==> src/rtl/operand_fetch_if.sv <==
// Operand-fetch handshake plus pipelined memory read port between the multiplier
// side (master) and the operand_fetch_unit (slave).
interface operand_fetch_if #(
    parameter int LEN        = 8,
    parameter int DATA_WIDTH = 16,
    parameter int ADDR_WIDTH = 16,
    parameter int IDX_WIDTH  = 4
);
    logic                           fetch_row;
    logic                           fetch_col;
    logic [IDX_WIDTH-1:0]           idx;
    logic [ADDR_WIDTH-1:0]          base_a;
    logic [ADDR_WIDTH-1:0]          base_b;
    logic                           mem_stall;
    logic                           buf_valid;
    logic [LEN-1:0][DATA_WIDTH-1:0] mem_buffer;
    logic                           rd_req;
    logic [ADDR_WIDTH-1:0]          rd_addr;
    logic                           rd_gnt;
    logic                           rd_valid;
    logic [DATA_WIDTH-1:0]          rd_data;
    logic                           err;

    modport master (
        output fetch_row, fetch_col, idx, base_a, base_b, rd_gnt, rd_valid, rd_data,
        input  mem_stall, buf_valid, mem_buffer, rd_req, rd_addr, err
    );

    modport slave (
        input  fetch_row, fetch_col, idx, base_a, base_b, rd_gnt, rd_valid, rd_data,
        output mem_stall, buf_valid, mem_buffer, rd_req, rd_addr, err
    );
endinterface

==> src/rtl/operand_fetch_unit.sv <==
// Services one row/column operand fetch at a time: issues LEN pipelined reads,
// collects the in-order returns into mem_buffer and stalls the requester until done.
module operand_fetch_unit #(
    parameter int LEN        = 8,
    parameter int ROWS       = 8,
    parameter int COLS       = 10,
    parameter int DATA_WIDTH = 16,
    parameter int ADDR_WIDTH = 16,
    parameter int IDX_WIDTH  = 4,
    parameter int MAX_OUT    = 4
) (
    input  logic           clk,
    input  logic           rst_n,
    operand_fetch_if.slave bus
);
    localparam int CW = $clog2(((LEN > MAX_OUT) ? LEN : MAX_OUT) + 2);
    localparam int SW = (LEN > 1) ? $clog2(LEN) : 1;
    localparam logic [CW-1:0]        LEN_C  = CW'(LEN);
    localparam logic [CW-1:0]        MAX_C  = CW'(MAX_OUT);
    localparam logic [IDX_WIDTH:0]   ROWS_C = (IDX_WIDTH+1)'(ROWS);
    localparam logic [IDX_WIDTH:0]   COLS_C = (IDX_WIDTH+1)'(COLS);

    typedef enum logic {IDLE, FETCH} state_t;

    state_t                state;
    logic [CW-1:0]         issued;
    logic [CW-1:0]         received;
    logic [CW-1:0]         outstanding;
    logic [ADDR_WIDTH-1:0] stride;
    logic [ADDR_WIDTH-1:0] start_addr;
    logic                  req_any;
    logic                  idx_ok;
    logic                  accept;
    logic                  ret_ok;
    logic                  grant;
    logic                  last_ret;
    logic                  err_set;

    assign req_any = bus.fetch_row | bus.fetch_col;
    assign idx_ok  = bus.fetch_row ? ({1'b0, bus.idx} < ROWS_C) : ({1'b0, bus.idx} < COLS_C);
    assign accept  = (state == IDLE) && (bus.fetch_row ^ bus.fetch_col) && idx_ok;

    assign start_addr = bus.fetch_row
                      ? bus.base_a + ADDR_WIDTH'(bus.idx) * ADDR_WIDTH'(LEN)
                      : bus.base_b + ADDR_WIDTH'(bus.idx);

    assign outstanding = issued - received;
    // A return in the current cycle frees a slot, so a grant may reuse it without a bubble.
    assign ret_ok   = bus.rd_valid && (state == FETCH) && (received != issued);
    assign grant    = bus.rd_req && bus.rd_gnt;
    assign last_ret = ret_ok && (received == LEN_C - 1'b1);
    assign err_set  = (req_any && !accept) || (bus.rd_valid && !ret_ok);

    assign bus.mem_stall = (state != IDLE) || accept;
    assign bus.rd_req    = (state == FETCH) && (issued < LEN_C) &&
                           ((outstanding - CW'(ret_ok)) < MAX_C);

    always_ff @(posedge clk or negedge rst_n) begin
        if (!rst_n) begin
            state          <= IDLE;
            issued         <= '0;
            received       <= '0;
            stride         <= '0;
            bus.rd_addr    <= '0;
            bus.buf_valid  <= 1'b0;
            bus.err        <= 1'b0;
            bus.mem_buffer <= '0;
        end else begin
            bus.err <= err_set;
            if (accept) begin
                state         <= FETCH;
                issued        <= '0;
                received      <= '0;
                bus.rd_addr   <= start_addr;
                stride        <= bus.fetch_row ? ADDR_WIDTH'(1) : ADDR_WIDTH'(COLS);
                bus.buf_valid <= 1'b0;
            end else if (state == FETCH) begin
                if (grant) begin
                    issued      <= issued + 1'b1;
                    bus.rd_addr <= bus.rd_addr + stride;
                end
                if (ret_ok) begin
                    bus.mem_buffer[received[SW-1:0]] <= bus.rd_data;
                    received <= received + 1'b1;
                end
                if (last_ret) begin
                    state         <= IDLE;
                    bus.buf_valid <= 1'b1;
                end
            end
        end
    end
endmodule
==> src/flat_wrapper.sv <==
// flat-port wrapper written by rule: the top's interface ports become plain ports
module operand_fetch_unit_flat 
#(
    parameter int LEN        = 8,
    parameter int ROWS       = 8,
    parameter int COLS       = 10,
    parameter int DATA_WIDTH = 16,
    parameter int ADDR_WIDTH = 16,
    parameter int IDX_WIDTH  = 4,
    parameter int MAX_OUT    = 4
)
  (clk, rst_n, bus_fetch_row, bus_fetch_col, bus_idx, bus_base_a, bus_base_b, bus_rd_gnt, bus_rd_valid, bus_rd_data, bus_mem_stall, bus_buf_valid, bus_mem_buffer, bus_rd_req, bus_rd_addr, bus_err);
  operand_fetch_if #(.LEN(LEN), .DATA_WIDTH(DATA_WIDTH), .ADDR_WIDTH(ADDR_WIDTH), .IDX_WIDTH(IDX_WIDTH)) bus_i ();
  input  logic clk;
  input  logic rst_n;
  input wire logic [$bits(bus_i.fetch_row)-1:0] bus_fetch_row;
  input wire logic [$bits(bus_i.fetch_col)-1:0] bus_fetch_col;
  input wire logic [$bits(bus_i.idx)-1:0] bus_idx;
  input wire logic [$bits(bus_i.base_a)-1:0] bus_base_a;
  input wire logic [$bits(bus_i.base_b)-1:0] bus_base_b;
  input wire logic [$bits(bus_i.rd_gnt)-1:0] bus_rd_gnt;
  input wire logic [$bits(bus_i.rd_valid)-1:0] bus_rd_valid;
  input wire logic [$bits(bus_i.rd_data)-1:0] bus_rd_data;
  output wire logic [$bits(bus_i.mem_stall)-1:0] bus_mem_stall;
  output wire logic [$bits(bus_i.buf_valid)-1:0] bus_buf_valid;
  output wire logic [$bits(bus_i.mem_buffer)-1:0] bus_mem_buffer;
  output wire logic [$bits(bus_i.rd_req)-1:0] bus_rd_req;
  output wire logic [$bits(bus_i.rd_addr)-1:0] bus_rd_addr;
  output wire logic [$bits(bus_i.err)-1:0] bus_err;
  assign bus_i.fetch_row = bus_fetch_row;
  assign bus_i.fetch_col = bus_fetch_col;
  assign bus_i.idx = bus_idx;
  assign bus_i.base_a = bus_base_a;
  assign bus_i.base_b = bus_base_b;
  assign bus_i.rd_gnt = bus_rd_gnt;
  assign bus_i.rd_valid = bus_rd_valid;
  assign bus_i.rd_data = bus_rd_data;
  assign bus_mem_stall = bus_i.mem_stall;
  assign bus_buf_valid = bus_i.buf_valid;
  assign bus_mem_buffer = bus_i.mem_buffer;
  assign bus_rd_req = bus_i.rd_req;
  assign bus_rd_addr = bus_i.rd_addr;
  assign bus_err = bus_i.err;
  operand_fetch_unit #(.LEN(LEN), .ROWS(ROWS), .COLS(COLS), .DATA_WIDTH(DATA_WIDTH), .ADDR_WIDTH(ADDR_WIDTH), .IDX_WIDTH(IDX_WIDTH), .MAX_OUT(MAX_OUT)) u_core (.clk(clk), .rst_n(rst_n), .bus(bus_i));
endmodule
==> config.mk <==
export PLATFORM = sky130hd
export DESIGN_NAME = operand_fetch_unit_flat
export DESIGN_NICKNAME = d
export VERILOG_FILES = /design/src/rtl/operand_fetch_if.sv /design/src/rtl/operand_fetch_unit.sv /design/src/flat_wrapper.sv
export SDC_FILE = /design/constraint.sdc
export NUM_CORES = 1
export LEC_CHECK = 0
export ABC_AREA = 1
export CORE_MARGIN = 1
export CORE_UTILIZATION = 48
export CTS_BUF_LIST = sky130_fd_sc_hd__clkbuf_8 sky130_fd_sc_hd__clkbuf_16
export CTS_CLUSTER_DIAMETER = 50
export DETAILED_ROUTE_END_ITERATION = 12
export GPL_TIMING_DRIVEN = 0
export PLACE_DENSITY = 0.82
export SYNTH_ARGS = -nofsm -noshare
export SYNTH_HDL_FRONTEND = slang
export SYNTH_SLANG_ARGS = --single-unit
==> constraint.sdc <==
create_clock -name clk -period 3.4 [get_ports clk]
set_input_delay 0.51 -clock clk [delete_from_list [all_inputs] [get_ports clk]]
set_output_delay 0.51 -clock clk [all_outputs]
set_load 0.005 [all_outputs]
==> results.sh <==
export IMPL_port_buffers=204
export IMPL_cts_root_buf="clkbuf_16"
export IMPL_postPlaceCellArea_um2=9740
export IMPL_ys_ff_latch=157
export IMPL_clock_latency_ps=430
export IMPL_synth_area_um2=7430
export IMPL_num_antenna_cells=0
export IMPL_peakVddDrop_mv=0.503
export IMPL_hold_viol_final=0
export IMPL_routed_via_density=5.42
export IMPL_place_detailed_hpwl_mm=16.4
export IMPL_ys_seq_area_frac=0.529
export IMPL_worstPathRequired_ps=2890
export IMPL_tns_ps=0
export IMPL_ys_flop_type="dfrtp_1"
export IMPL_dieArea_um2=16000
export IMPL_maxCapViolCount=0
export IMPL_min_period_ps=3260
export IMPL_vias=7247
export IMPL_place_gp_congestion=0.866
export IMPL_regArea_um2=3930
export IMPL_clock_skew_ps=9.99
export IMPL_worstPathArrival_ps=2750
export IMPL_die_h_um=126
export IMPL_drive_above_1_share=0.0610
export IMPL_syn_nets=987
export IMPL_tightest_slew_ps=570
export IMPL_cts_tree="yes"
export IMPL_start_kind="primary input"
export IMPL_wirelength_mm=22.7
export IMPL_wl_per_cell_um=17.0
export IMPL_cts_made_buffers=17
export IMPL_hold_path_class="in2async"
export IMPL_synth_top_area_frac=0.529
export IMPL_synth_warning_count=0
export IMPL_first_pass_iters=5
export IMPL_synth_edf_count=0
export IMPL_ctsLongestPathBuffers=2
export IMPL_yosys_top_cells_area="dfrtp_1 (53%), nand2_1 (14%), o21ai_0 (10%)"
export IMPL_synth_common_cells="nand2_1 (282), dfrtp_1 (157), o21ai_0 (149)"
export IMPL_num_io_pins=206
export IMPL_ctsHtreeMaxLevel=4
export IMPL_status="complete, no violations"
export IMPL_grt_pass1_wl_mm=36.0
export IMPL_cp_end_kind="primary output"
export IMPL_core_um2=15100
export IMPL_powerDensity_nw_per_um2=880
export IMPL_grtUsageTotal=0.295
export IMPL_ant_nets=0
export IMPL_p_leak_nw=4.96
export IMPL_grt_setup_unrepaired="yes"
export IMPL_rows=45
export IMPL_post_synth_num_cell_types=29
export IMPL_setup_violations=0
export IMPL_synthMostInstantiatedCell="nand2_1"
export IMPL_final_cells=1336
export IMPL_fin_area_um2=10400
export IMPL_start_util=0.491
export IMPL_drc=0
export IMPL_grt_max_degree=104
export IMPL_critical_path_class="in2out"
export IMPL_finalPower_mw=9.11
export IMPL_synth_avg_cell_area_um2=8.17
export IMPL_grt_pass1_vias=7015
export IMPL_path_clk_slew_ps=60
export IMPL_antenna_found_initial=0
export IMPL_synthCells=909
export IMPL_drt_initial_drc_count=697
export IMPL_worstPathMaxFanout=10
export IMPL_grt_ovfl_total=0
export IMPL_cts_num_sinks=157
export IMPL_fill_cells=1184
export IMPL_multi_input_area_um2=3070
export IMPL_place_detailed_instances=1302
export IMPL_fmax_mhz=307
export IMPL_final_max_slew_violation_count=0
export IMPL_nets=1214
export IMPL_synth_area_leader_cell="dfrtp_1"
export IMPL_async_flop_share=1.00
export IMPL_slew_limit_headroom=0.620
export IMPL_synthToLayoutAreaGrowth_pct=39.4
export IMPL_fp_dieW_um=126
export IMPL_min_period_over_period=0.957
## timing repair
| item | CTS | global route |
|---|---|---|
| resized for setup | 5 | 9 |
| setup buffers | 3 | 0 |
| setup endpoints to repair | 11 | 13 |
| pin swaps | 0 | 1 |
| hold buffers | 0 | 0 |
## cell families after synthesis
| logic type | after synthesis | share of synthesized area |
|---|---|---|
| AOI/OAI and AO/OA | 173 | 0.119 |
| xor gates and xnor gates | 11 | 0.0130 |
| adders and majority gates | 20 | 0.0367 |
| buffers and inverters | 116 | 0.0621 |
| DFF | 157 | 0.529 |
| and+or+nand+nor | 432 | 0.240 |
## through the flow
stage | utilization | setup slack [ps] | hold slack (ps)
6_report | 0.684 | 145 | 31.5
5_1_grt | 0.684 | -24.1 | 70.1
4_1_cts | 0.683 | 2.70 | 41.8
3_5_place_dp | 0.643 | -165 | 471
3_3_place_gp | 0.641 | -4400 | 466
2_1_floorplan | - | 501 | 214
## cells in the final DEF (no fill, tap or decap), drive strengths merged
cell type      synthesis  final
ha                    17     17
nand4                 16     16
fa                     3      3
xnor2                  6      6
nor2                  56     56
inv                   82     88
nand3                 63     63
nor3                   6      6
clkinv                 2      4
o22ai                  1      1
clkinvlp               0      3
clkbuf                10     30
o21bai                 3      3
a21o                   1      1
o211ai                 1      1
o31ai                  1      1
nand2                282    282
or2                    2      2
o21ai                150    150
buf                   22     27
bufinv                 0      1
a21oi                 14     14
dfrtp                157    157
xor2                   5      5
nand3b                 7      7
clkdlybuf4s50          0    202
a31oi                  1      1
o21a                   1      1
## layout make-up
type	count	share of cell area
inverters	84	0.0308
repair buffers	208	0.202
multi-input cells	636	0.297
flip-flops and latches	157	0.379
clock inverters	12	0.0108
well taps	188	0.0227
plain buffers	32	0.0144
clock buffers	19	0.0437
## metal layers
metal	global-route usage	up-vias	wire, um
li1	-	3417	-
met1	0.362	3452	9400
met2	0.500	330	11000
met3	0.0687	48	1680
met4	0.127	0	638
met5	0	-	0
## worst max-delay path, stage by stage
cell             delay (ps)
clkbuf_2                160
inv_1                   200
buf_1                   420
ha_1                    320
nand3_1                 240
clkbuf_2                310
nand2_1                 120
clkdlybuf4s50_1         460
## report_power, final
group / switching, mW / leakage, nW / internal (mW) / total (mW)
combinational: 1.89 / 2.71 / 2.09 / 3.98
clock: 0.789 / 0.278 / 1.05 / 1.84
sequential: 0.599 / 1.97 / 2.70 / 3.30
## path summary, 6_finish.rpt
check	startpoint	depth (start not counted)	slack, ps	end
max	bus_fetch_row	8	140	bus_mem_stall
min	rst_n	1	30	u_core.bus.mem_buffer[20]
max reg2reg	u_core.received[2]	18	290	u_core.bus.rd_addr[15]
min reg2reg	u_core.bus.mem_buffer[27]	2	480	u_core.bus.mem_buffer[27]
max in group asynchronous	rst_n	2	2510	u_core.bus.mem_buffer[69]
min in group clk	u_core.bus.mem_buffer[27]	2	480	u_core.bus.mem_buffer[27]
## flip-flops by register name, summed over array words and instances (netlist names)
register / cells
u_core.issued: 4
u_core.received: 4
u_core.stride: 2
u_core.bus.buf_valid: 1
u_core.bus.mem_buffer: 128
u_core.bus.rd_addr: 16
u_core.bus.err: 1
u_core.state: 1
No activity file was read; power rests on OpenSTA's default activity.
